==> config.mk <==
export PLATFORM = sky130hd
export DESIGN_NAME = fetch_queue
export DESIGN_NICKNAME = d
export VERILOG_FILES = /design/src/rtl/fetch_queue.sv
export SDC_FILE = /design/constraint.sdc
export NUM_CORES = 1
export LEC_CHECK = 0
export ABC_AREA = 1
export BUFFER_PORTS_ARGS = -buffer_cell sky130_fd_sc_hd__buf_2
export CAP_MARGIN = 10
export CELL_PAD_IN_SITES_DETAIL_PLACEMENT = 0
export CELL_PAD_IN_SITES_GLOBAL_PLACEMENT = 1
export CORE_MARGIN = 2
export CORE_UTILIZATION = 30
export CTS_BUF_LIST = sky130_fd_sc_hd__clkbuf_8 sky130_fd_sc_hd__clkbuf_16
export DETAILED_ROUTE_END_ITERATION = 16
export PLACE_DENSITY = 0.57
export SLEW_MARGIN = 20
export SYNTH_ARGS = -nofsm -noshare
export SYNTH_HDL_FRONTEND = slang
export SYNTH_SLANG_ARGS = --single-unit
==> constraint.sdc <==
create_clock -name clk -period 4 [get_ports clk]
set_clock_uncertainty 0.15 [all_clocks]
set_input_delay 1.2 -clock clk [delete_from_list [all_inputs] [get_ports clk]]
set_output_delay 1.2 -clock clk [all_outputs]
set_load 0.005 [all_outputs]
==> src/rtl/fetch_queue.sv <==
// Instruction fetch queue: issues sequential fetch requests to instruction
// memory, buffers the returned {pc, instruction} pairs in a DEPTH-entry FIFO
// and hands them to decode with a valid/ready handshake. A redirect flushes
// the queue and restarts fetch at a new address.
//
// Optional build feature: define FETCH_QUEUE_STATS_EN to add a 32-bit
// saturating stall counter output (stall_cnt_o).
module fetch_queue #(
    parameter int unsigned        XLEN     = 32,
    parameter int unsigned        DEPTH    = 4,
    parameter logic [XLEN-1:0]    RESET_PC = '0
) (
    input  logic            clk,
    input  logic            rst_n,
    // Instruction memory request/response
    output logic            imem_req_o,
    output logic [XLEN-1:0] imem_addr_o,
    input  logic            imem_gnt_i,
    input  logic            imem_rvalid_i,
    input  logic [XLEN-1:0] imem_rdata_i,
    // Control flow redirect
    input  logic            redirect_i,
    input  logic [XLEN-1:0] redirect_pc_i,
    // Decode side
    output logic            valid_o,
    input  logic            ready_i,
    output logic [XLEN-1:0] pc_o,
    output logic [XLEN-1:0] ir_o
`ifdef FETCH_QUEUE_STATS_EN
    ,
    output logic [31:0]     stall_cnt_o
`endif
);

    localparam int unsigned AW = (DEPTH > 1) ? $clog2(DEPTH) : 1;
    // Wide enough to hold count + pending without overflow
    localparam int unsigned CW = AW + 2;

    // ------------------------------------------------------------------
    // State
    // ------------------------------------------------------------------
    logic [XLEN-1:0] r_fetch_pc;
    logic [XLEN-1:0] r_pend_addr;   // address of the request granted last cycle
    logic            r_pending;     // a response is due this cycle and will be kept
    logic            r_drop;        // the response due this cycle must be discarded
    logic [AW-1:0]   r_rd_ptr;
    logic [AW-1:0]   r_wr_ptr;
    logic [AW:0]     r_count;

    logic [XLEN-1:0] r_pc_mem [DEPTH];
    logic [XLEN-1:0] r_ir_mem [DEPTH];

    // ------------------------------------------------------------------
    // Wires
    // ------------------------------------------------------------------
    logic            w_pop;
    logic            w_push;
    logic            w_grant;
    logic [CW-1:0]   w_occ;

    // Head presentation and handshake decode
    always_comb begin
        valid_o = (r_count != '0);
        pc_o    = '0;
        ir_o    = '0;
        if (valid_o) begin
            pc_o = r_pc_mem[r_rd_ptr];
            ir_o = r_ir_mem[r_rd_ptr];
        end
        w_pop  = valid_o & ready_i;
        // A redirect discards whatever arrives in the same cycle
        w_push = imem_rvalid_i & ~r_drop & ~redirect_i;
    end

    // Request generation: only request when the response is guaranteed a slot.
    // Occupancy after this cycle = count + pending - pop; the pop term lets a
    // full queue keep streaming when decode drains it in the same cycle.
    always_comb begin
        w_occ       = CW'(r_count) + CW'(r_pending) - CW'(w_pop);
        // rst_n gating keeps the request low while reset is held
        imem_req_o  = rst_n & ~redirect_i & (w_occ < CW'(DEPTH));
        imem_addr_o = r_fetch_pc;
        w_grant     = imem_req_o & imem_gnt_i;
    end

    // Fetch PC, in-flight tracking and FIFO pointers/count
    always_ff @(posedge clk or negedge rst_n) begin
        if (!rst_n) begin
            r_fetch_pc  <= RESET_PC;
            r_pend_addr <= '0;
            r_pending   <= 1'b0;
            r_drop      <= 1'b0;
            r_rd_ptr    <= '0;
            r_wr_ptr    <= '0;
            r_count     <= '0;
        end else if (redirect_i) begin
            r_fetch_pc  <= redirect_pc_i;
            r_pending   <= 1'b0;
            // Any grant seen in the redirect cycle belongs to the old stream
            r_drop      <= imem_gnt_i;
            r_rd_ptr    <= '0;
            r_wr_ptr    <= '0;
            r_count     <= '0;
        end else begin
            if (w_grant) begin
                r_fetch_pc  <= r_fetch_pc + XLEN'(4);
                r_pend_addr <= r_fetch_pc;
            end
            r_pending <= w_grant;
            r_drop    <= 1'b0;
            if (w_push) begin
                r_wr_ptr <= r_wr_ptr + AW'(1);
            end
            if (w_pop) begin
                r_rd_ptr <= r_rd_ptr + AW'(1);
            end
            case ({w_push, w_pop})
                2'b10:   r_count <= r_count + 1'b1;
                2'b01:   r_count <= r_count - 1'b1;
                default: r_count <= r_count;
            endcase
        end
    end

    // FIFO storage write; contents are don't-care until pushed
    always_ff @(posedge clk) begin
        if (w_push) begin
            r_pc_mem[r_wr_ptr] <= r_pend_addr;
            r_ir_mem[r_wr_ptr] <= imem_rdata_i;
        end
    end

`ifdef FETCH_QUEUE_STATS_EN
    logic [31:0] r_stall_cnt;

    // Count cycles where decode is ready but nothing is available; saturates
    always_ff @(posedge clk or negedge rst_n) begin
        if (!rst_n) begin
            r_stall_cnt <= '0;
        end else if (ready_i && !valid_o && (r_stall_cnt != '1)) begin
            r_stall_cnt <= r_stall_cnt + 32'd1;
        end
    end

    assign stall_cnt_o = r_stall_cnt;
`endif

endmodule
# Yosys cells after proc, flatten, opt, wreduce, memory -nomap -nowiden
# Memories as Yosys holds them, arrays and structs flattened.
# Cells that the tools add are included.
[totals]
register_bits = 73
mem_bits_rw = 256
out_inout_bits = 98
n_memories = 2
[classes]
addsub = 7
n_lt_le_gt_ge = 1
eq_ne = 2
muxes = 14
n_bitwise = 8
n_reduce_logical = 6
[memory_table]
columns = ["memory", "words", "word_bits", "read_ports", "rd_clocked_by_memory_dff", "wr", "line", "rtl"]
rows = [
  ["r_ir_mem", 4, 32, 1, 0, 1, "51", "logic [XLEN-1:0] r_ir_mem [DEPTH];"],
  ["r_pc_mem", 4, 32, 1, 0, 1, "50", "logic [XLEN-1:0] r_pc_mem [DEPTH];"],
]
[ops]
columns = ["cell", "count"]
rows = [
  ["two-way mux 32 bit", 4],
  ["adder 32 x 3 -> 32 bit, second input constant", 1],
  ["two-way mux 2 bit", 4],
  ["bitwise AND 1 bit", 6],
  ["case mux 3 bit (2 select lines)", 1],
  ["nonzero test 2 bit", 3],
  ["nonzero test 3 bit", 2],
  ["adder 2 x 1 -> 2 bit, second input constant", 2],
  ["adder 3 x 1 -> 4 bit", 1],
  ["< comparator 4 x 3 -> 1 bit, second input constant", 1],
  ["two-way mux 1 bit", 4],
  ["subtractor 4 x 1 -> 4 bit", 1],
  ["adder 3 x 1 -> 3 bit, second input constant", 1],
  ["two-way mux 3 bit", 1],
  ["subtractor 3 x 1 -> 3 bit, second input constant", 1],
  ["equality test 2 x 1 -> 1 bit, second input constant", 1],
  ["equality test 2 bit, second input constant", 1],
  ["inverter 1 bit", 2],
  ["AND reduction 2 bit", 1],
]

# Depth between registers and ports, before layout
# Gate-level depths: netlist of run 1.
[depth]
ltp_word = 8
mapped_depth = 16
depth_no_buf = 15

# Worst setup path after synthesis of run 1
# No wires, ideal clock.
[synth_path]
path_type = "input-to-reg"
from = "input redirect_i"
to = "memory r_ir_mem[0][0] (enable)"
arrival_time_ps = 4335
required_time_ps = 3363
path_slack_ps = -971
cell_stages = 4
path_cell_list = "buf_2 inv_1 nand3_1 nor2_1"
[synth_via]
elab_chain_len = 4
[synth_lines]
columns = ["item", "line", "rtl"]
rows = [
  ["from (decl)", "22", "input logic redirect_i,"],
  ["inverter 1 bit (no line)", "--", ""],
  ["bitwise AND 1 bit", "72", "w_push = imem_rvalid_i & ~r_drop & ~redirect_i;"],
  ["two-way mux 1 bit", "127", "if (w_push) begin"],
  ["two-way mux 1 bit (implied by the code)", "129", "r_ir_mem[r_wr_ptr] <= imem_rdata_i;"],
  ["to (decl)", "51", ""],
]
# No other way between the ends.

# Final worst setup path of run 1
[layout_path]
from = "input ready_i"
to = "output imem_req_o"
[layout_via]
elab_chain_len = 4
[layout_lines]
columns = ["item", "line", "rtl"]
rows = [
  ["from (decl)", "26", "input logic ready_i,"],
  ["bitwise AND 1 bit", "70", "w_pop = valid_o & ready_i;"],
  ["subtractor 4 x 1 -> 4 bit", "79", "w_occ = CW'(r_count) + CW'(r_pending) - CW'(w_pop);"],
  ["< comparator 4 x 3 -> 1 bit", "81", "imem_req_o = rst_n & ~redirect_i & (w_occ < CW'(DEPTH));"],
  ["bitwise AND 1 bit", "81", ""],
  ["to (decl)", "16", "output logic imem_req_o,"],
]
# No other way between the ends.

==> results.md, run 1 <==
* Leakage power at 0.006735 µW
* Hold buffers post-CTS at 0
* Die ar. at a little under 50,000 µm²
* Clock sinks at 329
* Mapped Cells at 1,375
* Largest delay share family, worst path: simple AND/OR/NAND/NOR gates
* Net Count, Synth at 1,454
* YS warnings at 0
* Root Buffer: clkbuf_16
* Largest net degree at the start of global routing at 130
* Remaining DRCs at 0
* Total track usage at 15.84%
* Worst-Skew Late Latency at 0.54 ns
* Syn avg cell area at 10.24 µm²
* WHS Path Cells at 0
* Final worst slack at 0.1618 ns
* Final period utilization at 95.96%
* Simple-Gate Fraction of Synth Area at 18.30%
* I/O Pins at approximately 170
* Run status: complete, no violations
* HP Class: reg2reg
* P&R area growth vs syn at 20.53%
* Max Buffers Root-to-Sink at 3
* Fin util at 36.54%
* Nets@finish at approximately 1,600
* Final min period at about 3.8 ns
* Setup crit end kind: output pin
* Post-DP HPWL at 22.95 mm
* Worst EP arrival at ~2.5 ns
* R2R depth at 15
* TritonRoute pass-1 iters at 4
* GRT overflow at 0
* IO buf count at 167
* CTS tree: built
* Most numerous cell in the Yosys netlist: nor2_1
* Power Density at 617.0 nW/µm²
* Post-synth EDFFs at 256
* Top cells by count, synth: 307 x nor2_1, 256 x edfxtp_1, 246 x nand2_1
* RSZ-0062 raised after global routing: no
* CP Max Fanout at 3
* Max-slew violations at 0
* Rel. slew slack at 37.43%
* CP max stage delay at 0.19 ns
* Finish-stage setup viols at 0
* Distinct cell type count after synthesis at 27
* Xor-xnor portion of the synthesized cell area at 0.5597%
* # diodes at 0
* CP bufs+invs at 5
* CTS HTree Levels at 2
* Setup TNS at 0 ns
* Final GP Congestion at 0.7987
* Final Hold Fails at 0
* First-pass GRT wire length at 58.31 mm
* Post-synthesis mux area share at 0%
* Initial DRC Count at 496
* Placed Area at 15,720 µm²
* FMAX at 260.5 MHz
* Cts bufs inserted at 38
* Post-synthesis sequential area ratio at 67.55%
* DIE HEIGHT at 220.7 µm
* Initial Util at 30.32%
* Total of max-cap violations at 0
* Post-route cell area at 16,980 µm²
* Number of cell rows at between 70 and 80
* Post-synthesis async set-or-reset flop share at 22.19%
* Post-Synth Adder-Cell Area at 0.8528%
* Die Wd at 220.7 µm
* Crit path depth at 14
* Core area at 46,460 µm²
* Clock transition at the registers of the reported paths at 0.06 ns
* Share of layout cells above drive strength 1 at 17.73%
* Vias post-DR at 10,010
* Most area-hungry cell type in the Yosys netlist: edfxtp_1
* Worst Max-Slew Pin Slew at roughly 0.94 ns
* Mapped Area at 14,080 µm²
* VDD IR max at 0.0003121 V
* Primary FF master, synth: edfxtp_1
* Dpl ws at -0.1290 ns
* Req. time, crit path at 2.65 ns
* WS Path Type: in2out
* Top post-synthesis cells by area: edfxtp_1 55%, dfrtp_1 13%, nor2_1 8.2%
* Initial antenna violation count at 0
* Compound-Gate Fraction of Synth Area at slightly below 9%
* Slowest stage cell, crit path: ha_4
* Drt via density at 4.603
* Vias in the first global route at between 9,000 and 10,000
* Largest family of logic cells by synthesized area: simple AND/OR/NAND/NOR gates
* Cell chain of the critical path: buf_2 -> inv_2 -> nor2_4 -> ha_4 -> inv_2 -> ha_4 -> nand2_1 -> clkinv_1 -> nand2_2 -> nand2_1 -> nand2_2 -> nand3_2 -> nor2_4 -> buf_2
* WL per Instance at 17.61 µm
* Hold WS at between 0.3 and 0.4 ns
* Synth top area share at 54.58%
* WL final at between 30 and 40 mm
* Startpoint types: input pin
* Synthesized flop and latch total at 329
* Remaining antenna violation count at 0
[worst paths after layout]
path,slack (ns),end,from
min in group asynchronous,0.58,r_pend_addr[1],rst_n
min,0.37,r_pc_mem[3][15],r_pend_addr[15]
max,0.16,imem_req_o,ready_i
min reg2reg,0.37,r_pc_mem[3][15],r_pend_addr[15]
max in group asynchronous,2.16,r_rd_ptr[0],rst_n
max reg2reg,1.40,r_pend_addr[30],r_count[2]
[worst register-to-register path: cells and delay by family, from the launching register on]
kind | cells | cell delay (ns)
buffers and inverters | 4 | 0.54
flip-flops | 1 | 0.45
adder cells (fa/ha/maj) | 2 | 0.34
AND/OR/NAND/NOR | 7 | 0.87
AO/OA/AOI/OAI | 2 | 0.14
[layer usage]
layer  wire length (µm)  track usage, %
met5                  0               0
met4                780           4.578
met3               1718           3.175
met2              17880           25.83
met1              17940           21.38
[report_power, final]
group	leakage [µW]	total, µW	switching, µW	internal, µW
Clock	0.000603	3300	1360	1950
Combinational	0.00287	2600	1650	949
Sequential	0.00327	4570	397	4170
[registers in the layout, indices dropped and copies added, names as in the netlist]
signal,flops
r_pending,1
r_ir_mem,128
r_rd_ptr,2
r_pend_addr,32
r_pc_mem,128
imem_addr_o,32
r_wr_ptr,2
r_count,3
r_drop,1
[repair_timing]
action | CTS | global route
setup endpoints to repair | 1 | 1
pin swaps | 0 | 3
gates resized for setup | 3 | 9
buffers inserted | 0 | 2
[kinds of logic after synthesis]
logic type,after synthesis
AND/OR/NAND/NOR,647
buffers and inverters,137
AO/OA/AOI/OAI,244
flip-flops,329
XOR/XNOR,9
adder cells (fa/ha/maj),9
[metrics by stage]
stage	std cells	total power, µW
detailed placement	2105	7239
finish	2175	10470
floorplan	1375	5926
global route	2175	11130
CTS	2173	10610
global placement	2105	7198
[final cells by class]
class,instances,area [µm²]
clock buffers,42,1017
inverters,66,250.2
well taps,607,759.5
clock inverters,26,170.2
multi-input cells,909,4088
flip-flops and latches,329,9519
fillers,4742,29480
repair buffers,196,1172
[layout by cell type (no fill, tap or decap), types with 7 or more instances in the layout]
cell / netlist / final
nor2_1: 307 / 302
edfxtp_1: 256 / 256
nand2_1: 246 / 245
buf_2: 25 / 166
o21ai_0: 149 / 149
nand3_1: 80 / 79
dfrtp_1: 73 / 71
a21oi_1: 66 / 66
inv_1: 62 / 64
clkbuf_16: 0 / 39
o21ai_1: 28 / 28
buf_4: 0 / 20
clkinv_1: 1 / 12
buf_12: 0 / 9
nor2_4: 1 / 7
clkinv_2: 1 / 7
xor2_1: 7 / 7
No activity file was read; power rests on OpenSTA's default activity.
==> run 2, diff against run 1 <==
--- a/config.mk
+++ b/config.mk
@@ -9,12 +9,12 @@
 export BUFFER_PORTS_ARGS = -buffer_cell sky130_fd_sc_hd__buf_2
 export CAP_MARGIN = 10
 export CELL_PAD_IN_SITES_DETAIL_PLACEMENT = 0
-export CELL_PAD_IN_SITES_GLOBAL_PLACEMENT = 1
-export CORE_MARGIN = 2
-export CORE_UTILIZATION = 30
+export CELL_PAD_IN_SITES_GLOBAL_PLACEMENT = 2
+export CORE_MARGIN = 4
+export CORE_UTILIZATION = 31
 export CTS_BUF_LIST = sky130_fd_sc_hd__clkbuf_8 sky130_fd_sc_hd__clkbuf_16
 export DETAILED_ROUTE_END_ITERATION = 16
-export PLACE_DENSITY = 0.57
+export PLACE_DENSITY = 0.69
 export SLEW_MARGIN = 20
 export SYNTH_ARGS = -nofsm -noshare
 export SYNTH_HDL_FRONTEND = slang
==> run 2 against run 1 <==
- clock-buffer cell count down 2
- critical path depth down 1
- setup slack worse by 0.026 ns
- non-clock buffer count up 1
- via count down 0.65%
- highest routed layer unchanged
==> results.md, run 2 (same netlist as run 1, synthesis figures left out) <==
* Startpoint types: input pin
* Total of max-cap violations at 0 (unchanged)
* WL per Instance at 17.87 µm (+1.5%)
* CP Max Fanout at 3 (unchanged)
* Dpl ws at -0.05322 ns (+0.07573 ns)
* Remaining antenna violation count at 0 (unchanged)
* Initial antenna violation count at 0 (unchanged)
* Initial DRC Count at 551 (+11%)
* VDD IR max at 0.0003183 V (+2.0%)
* Final GP Congestion at 0.7855 (-1.7%)
* CTS HTree Levels at 2 (unchanged)
* FMAX at 258.8 MHz (-0.68%)
* Clock sinks at 329 (unchanged)
* Final worst slack at 0.1354 ns (-0.02637 ns)
* Finish-stage setup viols at 0 (unchanged)
* Worst Max-Slew Pin Slew at 0.6819 ns (-0.2566 ns)
* Largest net degree at the start of global routing at 69 (-47%)
* # diodes at 0 (unchanged)
* Fin util at 38.02% (+1.5 points)
* Remaining DRCs at 0 (unchanged)
* Worst-Skew Late Latency at 0.54 ns (about the same)
* Rel. slew slack at 54.54% (+17 points)
* R2R depth at 14 (-1)
* Total track usage at 15.45% (-0.39 points)
* Vias in the first global route at 9,908 (-0.26%)
* GRT overflow at 0 (unchanged)
* RR Startpoint: r_count[1]
* Core area at 44,610 µm² (-4.0%)
* TritonRoute pass-1 iters at 5 (+1)
* Crit path launch: ready_i
* Most frequent cells in the layout: 302 x nor2_1, 256 x edfxtp_1, 246 x nand2_1
* Post-route cell area at 16,960 µm² (-0.11%)
* Vias post-DR at 9,947 (-0.65%)
* WS Path Type: in2out
* I/O Pins at 168 (unchanged)
* Post-DP HPWL at 24.38 mm (+6.2%)
* Run status: complete, no violations
* CTS tree: built
* IO buf count at 167 (unchanged)
* Root Buffer: clkbuf_16
* Final period utilization at 96.62% (+0.66 points)
* Leakage power at 0.006778 µW (+0.65%)
* Die ar. at 48,910 µm² (+0.44%)
* Die Wd at 221.2 µm (+0.22%)
* HP Class: reg2reg
* Cts bufs inserted at 38 (unchanged)
* Req. time, crit path at 2.65 ns (about the same)
* Initial Util at 31.58% (+1.3 points)
* Power Density at 619.2 nW/µm² (+0.37%)
* Number of cell rows at 77 (-2.5%)
* Worst EP arrival at 2.51 ns (+0.02 ns)
* Post-placement cell count at 2,093 (-0.57%)
* Top Registers: r_ir_mem (128), r_pc_mem (128)
* Max-slew violations at 0 (unchanged)
* Drt via density at 4.603 (about the same)
* Most common cell after layout, fill and taps aside: nor2_1
* WL final at 38.62 mm (+0.81%)
* Final min period at 3.865 ns (+0.02637 ns)
* Worst R2R Setup Slack at 1.22 ns (-0.18 ns)
* First-pass GRT wire length at 59.56 mm (+2.2%)
* Max Buffers Root-to-Sink at 3 (unchanged)
* Placed Area at 15,700 µm² (-0.13%)
* Setup crit end kind: output pin
* Fin cells at 2,161 (-0.64%)
* Nets@finish at 1,620 (+0.062%)
* Share of layout cells above drive strength 1 at 17.78% (+0.052 points)
* P&R area growth vs syn at 20.40%
* Clock transition at the registers of the reported paths at 0.05 ns (about the same)
* Setup crit end: imem_req_o
* Final Hold Fails at 0 (unchanged)
* R2r endpoint: imem_addr_o[3]
* DIE HEIGHT at 221.2 µm (+0.22%)
==> run 2: cell count changes in the layout (fill, tap and decap cells not counted), moves of 2 or more <==
cell / previous run / this run
buf_4: 20 / 23
clkinv_2: 7 / 10
buf_12: 9 / 7
bufinv_16: 2 / 4
inv_1: 64 / 68
nand2_2: 5 / 3
clkbuf_8: 3 / 1
clkinv_1: 12 / 7
==> run 2: how the worst min path moves through the flow <==
stage / start / endpoint / slack, ns / depth (start not counted)
2_1_floorplan: r_pend_addr[0] / r_pc_mem[0][0] / 0.33 / 0
3_3_place_gp: r_pend_addr[6] / r_pc_mem[3][6] / 0.35 / 0
3_5_place_dp: r_pend_addr[11] / r_pc_mem[2][11] / 0.35 / 0
4_1_cts: r_pend_addr[11] / r_pc_mem[2][11] / 0.37 / 0
5_1_grt: r_pend_addr[11] / r_pc_mem[2][11] / 0.39 / 0
6_report: r_pend_addr[11] / r_pc_mem[2][11] / 0.36 / 0
==> run 2: timing repair <==
item / 4_1_cts / 5_1_grt
endpoints found under the hold margin: 0 / 0
resized for setup: 4 / 5
endpoints found under the setup margin: 1 / 2
setup buffers: 0 / 0
hold buffers: 0 / 0
pin swaps: 3 / 4
==> run 2: power breakdown <==
| part | leakage [µW] | switching (µW) | internal (µW) |
|---|---|---|---|
| clock | 0.000629 | 1330 | 2040 |
| sequential | 0.00327 | 420 | 4170 |
| combinational | 0.00288 | 1600 | 930 |
==> run 2: metrics by stage <==
| stage | hold slack (ns) | TNS (ns) | power, µW |
|---|---|---|---|
| after floorplan | 0.3263 | -248.70 | 5926 |
| after global routing | 0.3916 | -0.001886 | 11180 |
| after detailed placement | 0.3537 | -0.05322 | 7228 |
| final | 0.3642 | 0 | 10500 |
| after global placement | 0.3481 | -0.07371 | 7195 |
| after CTS | 0.3685 | 0 | 10680 |
==> run 2: metal layers <==
metal	routed length, µm	vias up	GRT usage [%]	part of all wire [%]
li1	-	4980	-	-
met1	18300	4710	21.56	47
met2	17580	205	24.57	46
met3	1840	52	3.406	4.8
met4	906	0	4.188	2.3
met5	0	-	0	0
==> run 2: final cells by class <==
type | count | area [µm²]
sequential | 329 | 9519
clock inverter | 28 | 229.0
multi-input combinational | 909 | 4074
tap | 592 | 740.7
inverter | 66 | 250.2
clock buffer | 40 | 989.7
fill | 4381 | 27650
timing repair buffer | 197 | 1155
==> run 2: critical path, stage by stage <==
cell,delay [ns]
buf_2,0.07
inv_1,0.05
nor2_4,0.11
ha_2,0.16
inv_1,0.06
ha_4,0.26
nand2_1,0.06
inv_2,0.07
nand2_4,0.05
nand3_2,0.07
nand3_2,0.09
nor2_4,0.12
buf_2,0.13
==> run 3, diff against run 2 <==
==> constraint.sdc (replaced) <==
create_clock -name clk -period 3.5 [get_ports clk]
set_clock_uncertainty 0.15 [all_clocks]
set_input_delay 1.05 -clock clk [delete_from_list [all_inputs] [get_ports clk]]
set_output_delay 1.05 -clock clk [all_outputs]
set_load 0.005 [all_outputs]
==> run 3 against run 2 <==
- register-to-register slack worse by 0.10 ns
- first-iteration DRC count up 15%
- worst hold slack better by 0.0060 ns
- via count up 0.74%
- largest cell class unchanged
- highest routed layer unchanged
==> results.md, run 3 (same netlist as run 1, synthesis figures left out) <==
* Run status: complete, no violations
* RSZ-0062 raised after global routing: yes
* Largest net degree at the start of global routing at 66 (-4.3%)
* Most frequent cells in the layout: 302 x nor2_1, 256 x edfxtp_1, 242 x nand2_1
* Nets@finish at 1,629 (+0.56%)
* Root Buffer: clkbuf_16
* DIE HEIGHT at 221.2 µm (unchanged)
* GRT overflow at 0 (unchanged)
* Worst Max-Slew Pin Slew at 0.6050 ns (-0.07689 ns)
* VDD IR max at 0.0004352 V (+37%)
* Clock sinks at 329 (unchanged)
* Clock transition at the registers of the reported paths at 0.05 ns (about the same)
* Share of layout cells above drive strength 1 at 18.53% (+0.75 points)
* Initial DRC Count at 636 (+15%)
* Post-DP HPWL at 24.07 mm (-1.3%)
* Cell chain of the critical path: buf_6 -> inv_2 -> nor2_4 -> ha_4 -> inv_2 -> ha_4 -> a21oi_4 -> nand2_2 -> nand2_2 -> nand3_4 -> nor2_4 -> buf_6
* RR Startpoint: r_count[0]
* R2R depth at 16 (+2)
* Total track usage at 15.97% (+0.51 points)
* Initial Util at 31.58% (unchanged)
* R2r endpoint: imem_addr_o[21]
* FMAX at 288.8 MHz
* TritonRoute pass-1 iters at 5 (unchanged)
* Largest delay share family, worst path: simple AND/OR/NAND/NOR gates
* Initial antenna violation count at 0 (unchanged)
* Core area at 44,610 µm² (unchanged)
* Number of cell rows at 77 (unchanged)
* Startpoint types: input pin
* WS Path Type: in2out
* WL per Instance at 18.25 µm (+2.1%)
* Power Density at 705.3 nW/µm² (+14%)
* # diodes at 0 (unchanged)
* Hold endpoint: r_pc_mem[1][14]
* Most common cell after layout, fill and taps aside: nor2_1
* CTS HTree Levels at 2 (unchanged)
* First-pass GRT wire length at 61.18 mm (+2.7%)
* Slowest stage cell, crit path: a21oi_4
* Top Registers: r_ir_mem (128), r_pc_mem (128)
* Vias in the first global route at 10,200 (+2.9%)
* Drt via density at 4.622 (+0.42%)
* Hold WS at 0.3702 ns (+0.005965 ns)
* Hold Startpoint: r_pend_addr[14]
* Final period utilization at 98.95%
* Max-slew violations at 0 (unchanged)
* Req. time, crit path at 2.30 ns (-0.35 ns)
* WHS Path Cells at 0 (unchanged)
* Final min period at around 3.5 ns
* Vias post-DR at 10,020 (+0.74%)
* Die Wd at 221.2 µm (unchanged)
* IO buf count at 167 (unchanged)
* Die ar. at 48,910 µm² (unchanged)
* Final Hold Fails at 0 (unchanged)
* Worst-Skew Late Latency at 0.53 ns (about the same)
* P&R area growth vs syn at 22.05%
* I/O Pins at 168 (unchanged)
* Cts bufs inserted at 38 (unchanged)
* Fin util at 38.54% (+0.52 points)
* CP max stage delay at 0.21 ns (-0.05 ns)
* Worst R2R Setup Slack at 1.12 ns (-0.10 ns)
* Hold buffers post-CTS at 0 (unchanged)
* Remaining antenna violation count at 0 (unchanged)
* Final GP Congestion at 0.7658 (-2.5%)
* Finish-stage setup viols at 0 (unchanged)
* CP Max Fanout at 3 (unchanged)
* Remaining DRCs at 0 (unchanged)
* Setup crit end kind: output pin
* CTS tree: built
* HP Class: reg2reg
* Max Buffers Root-to-Sink at 3 (unchanged)
* Worst EP arrival at 2.26 ns (-0.25 ns)
* Total of max-cap violations at 0 (unchanged)
* CP bufs+invs at 4 (-1)
* Rel. slew slack at 59.66% (+5.1 points)
* WL final at 39.56 mm (+2.4%)
* Leakage power at 0.006853 µW (+1.1%)
## run 3: cell count changes in the layout (fill, tap and decap cells not counted), sizes merged
| cell | previous run | this run |
|---|---|---|
| buf | 197 | 204 |
| bufbuf | 0 | 2 |
| bufinv | 4 | 2 |
| clkinv | 17 | 14 |
| clkinvlp | 1 | 2 |
| inv | 72 | 74 |
## run 3: worst register-to-register path: stages (launching register included)
cell,delay [ns]
dfrtp_1,0.40
buf_4,0.15
inv_1,0.12
ha_4,0.15
inv_2,0.04
ha_4,0.27
nand2_4,0.05
inv_4,0.05
nand2_4,0.06
a21oi_1,0.16
nor2_2,0.06
nand3_2,0.07
buf_12,0.16
nand2_2,0.09
buf_12,0.18
nand2_1,0.07
nand2_1,0.05
## run 3: timing repair
item	CTS	global route
resized for setup	14	15
cloned	2	0
buffers inserted	6	0
endpoints found under the setup margin	4	6
pin swaps	5	7
## run 3: through the flow
step	power [µW]	area [µm²]	TNS [ns]	setup slack, ns	std cells
2_1_floorplan	6776	14100	-80.78	-0.3155	1375
3_3_place_gp	8284	15820	-0.3265	-0.3265	2095
3_5_place_dp	8318	15820	-0.3216	-0.3216	2095
4_1_cts	12260	17140	-0.05970	-0.05970	2169
5_1_grt	12900	17190	-0.06386	-0.06386	2168
6_report	12120	17190	0	0.03684	2168
## run 3: cell type report
type | count | area (µm²)
Clock buffer | 40 | 989.7
Tap cell | 592 | 740.7
Sequential cell | 329 | 9522
Timing Repair Buffer | 206 | 1376
Clock inverter | 26 | 163.9
Fill cell | 4412 | 27420
Multi-Input combinational cell | 909 | 4140
Inverter | 66 | 257.7
## run 3: worst max-delay path by stage
| stage | startpoint | endpoint | slack, ns | cells past startpoint |
|---|---|---|---|---|
| finish | ready_i | imem_req_o | 0.04 | 12 |
| global route | ready_i | imem_req_o | -0.06 | 12 |
| CTS | r_count[1] | imem_req_o | -0.06 | 13 |
| detailed placement | ready_i | imem_req_o | -0.32 | 14 |
| global placement | ready_i | imem_req_o | -0.33 | 14 |
| floorplan | redirect_i | r_ir_mem[0][0] | -0.32 | 4 |
## run 3: report_power, final
group	switching (µW)	total, µW	leakage, µW	internal, µW
Clock	1520	3690	0.000598	2170
Combinational	1970	3210	0.00299	1230
Sequential	455	5230	0.00326	4770
Total	3950	12100	0.00685	8180
## run 3: metal layers
layer	routed length (µm)	up-vias	share of wire, %	global-route usage (%)
li1	-	5002	-	-
met1	18670	4765	47	22.35
met2	18370	212	46	25.92
met3	1894	42	4.8	3.021
met4	631	0	1.6	3.785
met5	0	-	0	0
